**config.mk**
```make
export PLATFORM = sky130hd
export DESIGN_NAME = asu_riscv_divider_flat
export DESIGN_NICKNAME = d
export VERILOG_FILES = /design/src/rtl/asu_riscv_divider_if.sv /design/src/rtl/asu_riscv_divider.sv /design/src/flat_wrapper.sv
export SDC_FILE = /design/constraint.sdc
export NUM_CORES = 1
export LEC_CHECK = 0
export CORE_AREA = 2 2 139 141
export DETAILED_ROUTE_END_ITERATION = 10
export DIE_AREA = 0 0 141 143
export PLACE_DENSITY = 0.78
export SLEW_MARGIN = 0
export SYNTH_ARGS = -nofsm -noshare
export SYNTH_HDL_FRONTEND = slang
export SYNTH_SLANG_ARGS = --single-unit
```
**constraint.sdc**
```tcl
create_clock -name clk -period 4.27 [get_ports clk]
set_input_delay 0.854 -clock clk [delete_from_list [all_inputs] [get_ports clk]]
set_output_delay 0.854 -clock clk [all_outputs]
set_load 0.005 [all_outputs]
```
**src/rtl/asu_riscv_divider_if.sv**
```systemverilog
// ============================================================================
// Module   : asu_riscv_divider_if
// Brief    : Request/response bundle between a divider client and asu_riscv_divider.
// Revision : 1.0
// ============================================================================
`default_nettype none

interface asu_riscv_divider_if #(
    parameter int WIDTH = 32
);
    logic             start_i;
    logic [1:0]       op_i;
    logic [WIDTH-1:0] op_a_i;
    logic [WIDTH-1:0] op_b_i;
    logic             flush_i;
    logic             busy_o;
    logic             valid_o;
    logic [WIDTH-1:0] result_o;

    modport master (
        output start_i, op_i, op_a_i, op_b_i, flush_i,
        input  busy_o, valid_o, result_o
    );

    modport slave (
        input  start_i, op_i, op_a_i, op_b_i, flush_i,
        output busy_o, valid_o, result_o
    );
endinterface

`default_nettype wire

```
**src/rtl/asu_riscv_divider.sv**
```systemverilog
// ============================================================================
// Module   : asu_riscv_divider
// Brief    : Radix-2 restoring divider for RV32M DIV/DIVU/REM/REMU, one bit per clock.
// Revision : 1.0
// ============================================================================
`default_nettype none

module asu_riscv_divider #(
    parameter int WIDTH     = 32,
    parameter bit FAST_SPEC = 1'b1
) (
    input  wire logic           clk,
    input  wire logic           nrst,
    asu_riscv_divider_if.slave  bus
);
    localparam int CW = $clog2(WIDTH);

    typedef enum logic [1:0] {
        S_IDLE = 2'd0,
        S_CALC = 2'd1,
        S_FIX  = 2'd2
    } state_t;

    state_t           r_state;
    state_t           w_next;
    logic [CW-1:0]    r_count;
    logic             r_is_rem;
    logic             r_neg_q;
    logic             r_neg_r;
    logic [WIDTH-1:0] r_rem;
    logic [WIDTH-1:0] r_quo;
    logic [WIDTH-1:0] r_div;
    logic [WIDTH-1:0] r_result;
    logic             r_valid;

    logic             w_signed;
    logic             w_sa;
    logic             w_sb;
    logic             w_bzero;
    logic             w_ovf;
    logic             w_special;
    logic             w_start;
    logic             w_emit;
    logic             w_last;
    logic [WIDTH-1:0] w_abs_a;
    logic [WIDTH-1:0] w_abs_b;
    logic [WIDTH:0]   w_trial;
    logic [WIDTH-1:0] w_q_fix;
    logic [WIDTH-1:0] w_r_fix;

    assign w_signed  = ~bus.op_i[0];
    assign w_sa      = w_signed & bus.op_a_i[WIDTH-1];
    assign w_sb      = w_signed & bus.op_b_i[WIDTH-1];
    assign w_abs_a   = w_sa ? -bus.op_a_i : bus.op_a_i;
    assign w_abs_b   = w_sb ? -bus.op_b_i : bus.op_b_i;
    assign w_bzero   = (bus.op_b_i == '0);
    assign w_ovf     = w_signed & (bus.op_a_i == {1'b1, {(WIDTH-1){1'b0}}}) & (&bus.op_b_i);
    assign w_special = FAST_SPEC & (w_bzero | w_ovf);

    // Partial remainder is always below the divisor, so WIDTH+1 bits hold the trial exactly.
    assign w_trial   = {r_rem, r_quo[WIDTH-1]} - {1'b0, r_div};
    assign w_last    = (r_count == CW'(WIDTH-1));
    assign w_q_fix   = r_neg_q ? -r_quo : r_quo;
    assign w_r_fix   = r_neg_r ? -r_rem : r_rem;

    always_comb begin
        w_next  = r_state;
        w_start = 1'b0;
        w_emit  = 1'b0;
        case (r_state)
            S_IDLE: begin
                if (bus.start_i) begin
                    w_start = 1'b1;
                    w_next  = w_special ? S_FIX : S_CALC;
                end
            end
            S_CALC: begin
                if (bus.flush_i)  w_next = S_IDLE;
                else if (w_last)  w_next = S_FIX;
            end
            S_FIX: begin
                w_next = S_IDLE;
                w_emit = ~bus.flush_i;
            end
            default: w_next = S_IDLE;
        endcase
    end

    always_ff @(posedge clk or negedge nrst) begin
        if (!nrst) r_state <= S_IDLE;
        else       r_state <= w_next;
    end

    always_ff @(posedge clk or negedge nrst) begin
        if (!nrst) begin
            r_count  <= '0;
            r_is_rem <= 1'b0;
            r_neg_q  <= 1'b0;
            r_neg_r  <= 1'b0;
            r_rem    <= '0;
            r_quo    <= '0;
            r_div    <= '0;
            r_result <= '0;
            r_valid  <= 1'b0;
        end else begin
            r_valid <= w_emit;
            if (w_start) begin
                r_is_rem <= bus.op_i[1];
                r_count  <= '0;
                r_div    <= w_abs_b;
                if (w_special) begin
                    // Preset so FIX passes the RISC-V defined values through untouched.
                    r_neg_q <= 1'b0;
                    r_neg_r <= 1'b0;
                    r_quo   <= w_bzero ? {WIDTH{1'b1}} : bus.op_a_i;
                    r_rem   <= w_bzero ? bus.op_a_i : '0;
                end else begin
                    r_neg_q <= (w_sa ^ w_sb) & ~w_bzero;
                    r_neg_r <= w_sa;
                    r_quo   <= w_abs_a;
                    r_rem   <= '0;
                end
            end else if (r_state == S_CALC) begin
                r_count <= r_count + 1'b1;
                if (!w_trial[WIDTH]) begin
                    r_rem <= w_trial[WIDTH-1:0];
                    r_quo <= {r_quo[WIDTH-2:0], 1'b1};
                end else begin
                    r_rem <= {r_rem[WIDTH-2:0], r_quo[WIDTH-1]};
                    r_quo <= {r_quo[WIDTH-2:0], 1'b0};
                end
            end
            if (w_emit) r_result <= r_is_rem ? w_r_fix : w_q_fix;
        end
    end

    assign bus.busy_o   = (r_state != S_IDLE);
    assign bus.valid_o  = r_valid;
    assign bus.result_o = r_result;
endmodule

`default_nettype wire
```
**src/flat_wrapper.sv**
```systemverilog
// flat-port wrapper written by rule: the top's interface ports become plain ports
module asu_riscv_divider_flat 
#(
    parameter int WIDTH     = 32,
    parameter bit FAST_SPEC = 1'b1
)
  (clk, nrst, bus_start_i, bus_op_i, bus_op_a_i, bus_op_b_i, bus_flush_i, bus_busy_o, bus_valid_o, bus_result_o);
  asu_riscv_divider_if #(.WIDTH(WIDTH)) bus_i ();
  input  wire logic clk;
  input  wire logic nrst;
  input wire logic [$bits(bus_i.start_i)-1:0] bus_start_i;
  input wire logic [$bits(bus_i.op_i)-1:0] bus_op_i;
  input wire logic [$bits(bus_i.op_a_i)-1:0] bus_op_a_i;
  input wire logic [$bits(bus_i.op_b_i)-1:0] bus_op_b_i;
  input wire logic [$bits(bus_i.flush_i)-1:0] bus_flush_i;
  output wire logic [$bits(bus_i.busy_o)-1:0] bus_busy_o;
  output wire logic [$bits(bus_i.valid_o)-1:0] bus_valid_o;
  output wire logic [$bits(bus_i.result_o)-1:0] bus_result_o;
  assign bus_i.start_i = bus_start_i;
  assign bus_i.op_i = bus_op_i;
  assign bus_i.op_a_i = bus_op_a_i;
  assign bus_i.op_b_i = bus_op_b_i;
  assign bus_i.flush_i = bus_flush_i;
  assign bus_busy_o = bus_i.busy_o;
  assign bus_valid_o = bus_i.valid_o;
  assign bus_result_o = bus_i.result_o;
  asu_riscv_divider #(.WIDTH(WIDTH), .FAST_SPEC(FAST_SPEC)) u_core (.clk(clk), .nrst(nrst), .bus(bus_i));
endmodule
```
* Yosys cells after proc, flatten, opt, wreduce, memory -nomap -nowiden
Cells that the tools add are included.
Storage, ports and cells: flip-flop bits (word level) 139, output and inout bits 34, word-level logic and storage cells 65
Cells by class: $add $sub $neg 6, equal/unequal tests 6, mux-type cells 27, bitwise operators 10, reduce and logical (&&, ||, !) cells 6
Operators with widths (number):
- $mux 32 | 14
- $neg 32->32 | 4
- $sub 33x32->33 | 1
- $eq 32x32->1 const B | 1
- $logic_not 32->1 | 1
- $reduce_and 32->1 | 1
- $mux 5 | 2
- $mux 2 | 4
- $mux 1 | 6
- $add 5x1->5 const B | 1
- $and 1x1->1 | 5
- $eq 5x5->1 const B | 1
- $pmux 2 s2 | 1
- $reduce_bool 2->1 | 2
- $ne 3x2->1 const B | 1
- $not 1->1 | 3
- $eq 2x1->1 const B | 1
- $eq 2x2->1 const B | 1
- $logic_not 2->1 | 1
- $ne 2x2->1 const B | 1
- $reduce_and 2->1 | 1
- $or 1x1->1 | 1
- $xor 1x1->1 | 1

* Longest topological paths before layout
depth in word-level cells 7, mapped depth 13, mapped depth without buffers 11

* Worst setup path before layout
Ideal clock, no wire load.
path kind register to register, from register u_core.r_quo[31], to register u_core.r_rem[25], library setup time 0.128 ns, arrival time 3.170 ns, required time 4.142 ns, path slack 0.973 ns, stages on the path, launching flop included 14, path buffers 2, cells stage by stage dfrtp_1 inv_1 ha_1 fa_1 nand2b_1 a21o_1 a2111o_1 a311o_1 and3_1 buf_2 or2_1 buf_2 a221oi_1 nor3_1
On the way: longest elaborated chain between the ends 4
RTL lines:
- from (decl) | RTL line asu_riscv_divider.sv:31 | logic [WIDTH-1:0] r_quo;
- from (signal assigned) | RTL line asu_riscv_divider.sv:115 | r_quo <= w_bzero ? {WIDTH{1'b1}} : bus.op_a_i;
- from (signal assigned) | RTL line asu_riscv_divider.sv:120 | r_quo <= w_abs_a;
- from (signal assigned) | RTL line asu_riscv_divider.sv:127 | r_quo <= {r_quo[WIDTH-2:0], 1'b1};
- $sub 33x32->33 | RTL line asu_riscv_divider.sv:61 | assign w_trial = {r_rem, r_quo[WIDTH-1]} - {1'b0, r_div};
- $mux 32 | RTL line asu_riscv_divider.sv:125 | if (!w_trial[WIDTH]) begin
- $mux 32 | RTL line asu_riscv_divider.sv:123 | end else if (r_state == S_CALC) begin
- $mux 32 | RTL line asu_riscv_divider.sv:107 | if (w_start) begin
- to (signal assigned) | RTL line asu_riscv_divider.sv:116 | r_rem <= w_bzero ? bus.op_a_i : '0;
- to (signal assigned) | RTL line asu_riscv_divider.sv:126 | r_rem <= w_trial[WIDTH-1:0];
- to (signal assigned) | RTL line asu_riscv_divider.sv:129 | r_rem <= {r_rem[WIDTH-2:0], r_quo[WIDTH-1]};
- to (decl) | RTL line asu_riscv_divider.sv:30 | logic [WIDTH-1:0] r_rem;
Every way passes these cells. The select of a mux whose other input is x is not followed. A chain may end at the register's enable or synchronous reset.

* Final worst setup path
from register u_core.r_quo[31], to register u_core.r_rem[27]
The elaborated chain is that of the path after synthesis.

==> out/qor.yml <==
grt_pass1_wl_um: 47500
worstPathMaxFanout: 10
outcome: "completed"
tightest_slew_ns: 1.05
cts_tree: "yes"
wl_um: 29400
cts_resized: 0
final_common_cell: "nand2_1"
rr_worst_depth: 12
place_ws_ns: 0.229
grt_overflow: 0
min_to: "u_core.bus.result_o[6]$_DFFE_PN0P_"
crit_arrival_ns: 4.09
min_path_type: "reg2reg"
cp_top_family: "compound AO/OA/AOI/OAI gates"
min_path_cells: 2
cp-start-kind: "flip-flop"
final.setup_skew_ns: 0.00838
crit_chain: "inv_1 -> ha_1 -> fa_1 -> nand2b_1 -> a21o_1 -> a2111o_1 -> a311o_1 -> and3_1 -> or2_1 -> buf_4 -> o311ai_1 -> o311a_1"
finalSetupTns_ns: 0
grt_pass1_vias: 9475
peakVddDrop_uv: 322
rows: 50
ys_seq_area_share_pct: 32.3
globalplace.congestion: 0.949
drv_slew: 0
cp-end-kind: "flip-flop"
drive_gt1_share_pct: 5.64
r2r_end: "u_core.r_rem[27]$_DFFE_PN0P_"
cts_buffers: 17
syn_area_mm2: 0.0108
synth_edf_count: 0
period_share_pct: 87.5
clk_path_buf_depth: 2
dr.first_iter.drc_count: 946
clock_latency_ns: 0.42
slowest_delay_ns: 0.43
setup_viol_count_final: 0
maxCapViolations: 0
die_w_um: 141
port_buffers: 103
max_slew_margin_pct: 30.1
coreArea_mm2: 0.0186
netlist.top_cell.by_area: "dfrtp_1"
rsz0062_at_grt: "false"
yosys_warnings: 0
clkTransAtPathRegs_ns: 0.05
synth-main-ff-cell: "dfrtp_1"
area_delta_synth_final_pct: 16.7
synthTopCellsByArea: "dfrtp_1, nand2_1, o21ai_0"
yosysUniqueCellTypes: 73
pin_count: 104
avgSynthCellArea_um2: 7.97
rr_startpoint: "u_core.r_quo[31]$_DFFE_PN0P_"
wl_per_cell_um: 17.6
final_cell_mix: "nand2_1, o21ai_0, dfrtp_1, clkdlybuf4s50_1, a21oi_1"
dp_hpwl_um: 22800
cts_max_level: 4
cts_setup_buffers: 0
cp_num_buf_inv: 2
worstHoldStart: "u_core.bus.result_o[6]$_DFFE_PN0P_"
die_h_um: 143
leakage_nw: 5.21
dr_total_vias: 10200
initial_utilization_pct: 58.0
period_needed_ns: 3.73
ys_seq_elements: 139
hold_viol: 0
finalPower_mw: 7.75
crit_path_start: "u_core.r_quo[31]$_DFFE_PN0P_"
ctsHoldBuffers: 0
cp_slowest_cell: "a2111o_1"
fin_nets: 1538
syn_nets: 1462
syn_inst: 1352
ant_nets: 0
stdcell_count: 1671
viasPerCell: 6.11
grt_usage_pct: 29.7
fin_ws_ns: 0.536
grt_max_degree: 113
cts_sinks: 139
cp_num_cells: 12
dieArea_mm2: 0.0202
dp.cells: 1643
dr.pass1.iters: 5
antenna_found_initial: 0
fmax_mhz: 268
synth.top_cell.area_share_pct: 32.3
cp.required_ns: 4.63
diodes: 0
drcViolationCount: 0
cts_root_buffer: "clkbuf_16"
reg2reg_setup_slack_ns: 0.54
power_density_mw_per_mm2: 617
synth_async_sr_flop_share_pct: 100
path_class: "reg2reg"
-- synth_stat cells, drive strengths merged, types with 18 or more instances --
cell / count
a21oi: 85
nand2: 203
ha: 39
xor2: 71
dfrtp: 139
clkbuf: 64
xnor2: 70
a22oi: 25
nand3: 20
nor2: 77
a32oi: 18
mux2i: 28
o21ai: 171
nor3: 24
inv: 57
o31ai: 37
-- how the worst max path moves through the flow --
stage | to | slack (ns)
2_1_floorplan | u_core.r_rem[25]$_DFFE_PN0P_ | 0.97
6_report | u_core.r_rem[27]$_DFFE_PN0P_ | 0.54
3_3_place_gp | u_core.r_quo[21]$_DFFE_PN0P_ | 0.33
4_1_cts | u_core.r_rem[27]$_DFFE_PN0P_ | 0.54
3_5_place_dp | u_core.r_quo[21]$_DFFE_PN0P_ | 0.23
5_1_grt | u_core.r_rem[27]$_DFFE_PN0P_ | 0.34
-- sequential cells by signal (all words and copies together), names as in the netlist --
| register | count |
|---|---|
| u_core.r_neg_r | 1 |
| u_core.bus.result_o | 32 |
| u_core.r_state | 2 |
| u_core.r_div | 32 |
| u_core.r_quo | 32 |
| u_core.r_neg_q | 1 |
| u_core.r_count | 5 |
| u_core.r_is_rem | 1 |
| u_core.r_rem | 32 |
| u_core.bus.valid_o | 1 |
-- layer usage --
layer	vias to the layer above	track usage, %	share of wire (%)
met3	60	4.53	6.3
met2	388	48.5	46
met1	4744	39.6	44
li1	5014	-	-
met4	0	12.6	3.5
met5	-	0	0
-- logic make-up after synthesis --
| logic type | after synthesis | share of synthesized area, % |
|---|---|---|
| buffers and inverters | 135 | 4.95 |
| DFF | 139 | 32.3 |
| xor gates and xnor gates | 141 | 11.5 |
| muxes | 28 | 2.60 |
| AOI/OAI and AO/OA | 431 | 24.7 |
| and+or+nand+nor | 438 | 19.3 |
| adders and majority gates | 40 | 4.71 |
-- stage by stage --
stage                     hold slack [ns]  utilization [%]  instance area [um^2]
after CTS                           0.479             67.6                 12600
after global placement              0.459             64.8                 12000
after floorplan                     0.449                -                 10800
after global routing                0.499             67.6                 12600
final                               0.475             67.6                 12600
after detailed placement            0.467             64.8                 12000
-- report_power, final --
| part | internal (mW) | switching (mW) | leakage (nW) | total, mW |
|---|---|---|---|---|
| registers | 1.66 | 0.553 | 1.75 | 2.21 |
| clock network | 0.820 | 0.527 | 0.264 | 1.35 |
| logic | 1.78 | 2.41 | 3.20 | 4.19 |
-- worst min-delay path, delay by kind of cell, from the launching register on --
family	cells	cell delay (ns)
AND/OR/NAND/NOR	1	0.04
AO/OA/AOI/OAI	1	0.05
flip-flops	1	0.34
-- cell type report --
class	instances	area, um^2
clock buffer	26	519
inverter	57	214
timing repair buffer	135	1280
tap	234	293
fill	1629	6010
sequential	139	3480
multi-input combinational	1078	6770
clock inverter	2	10.0
(Power assumes the default switching activity.)
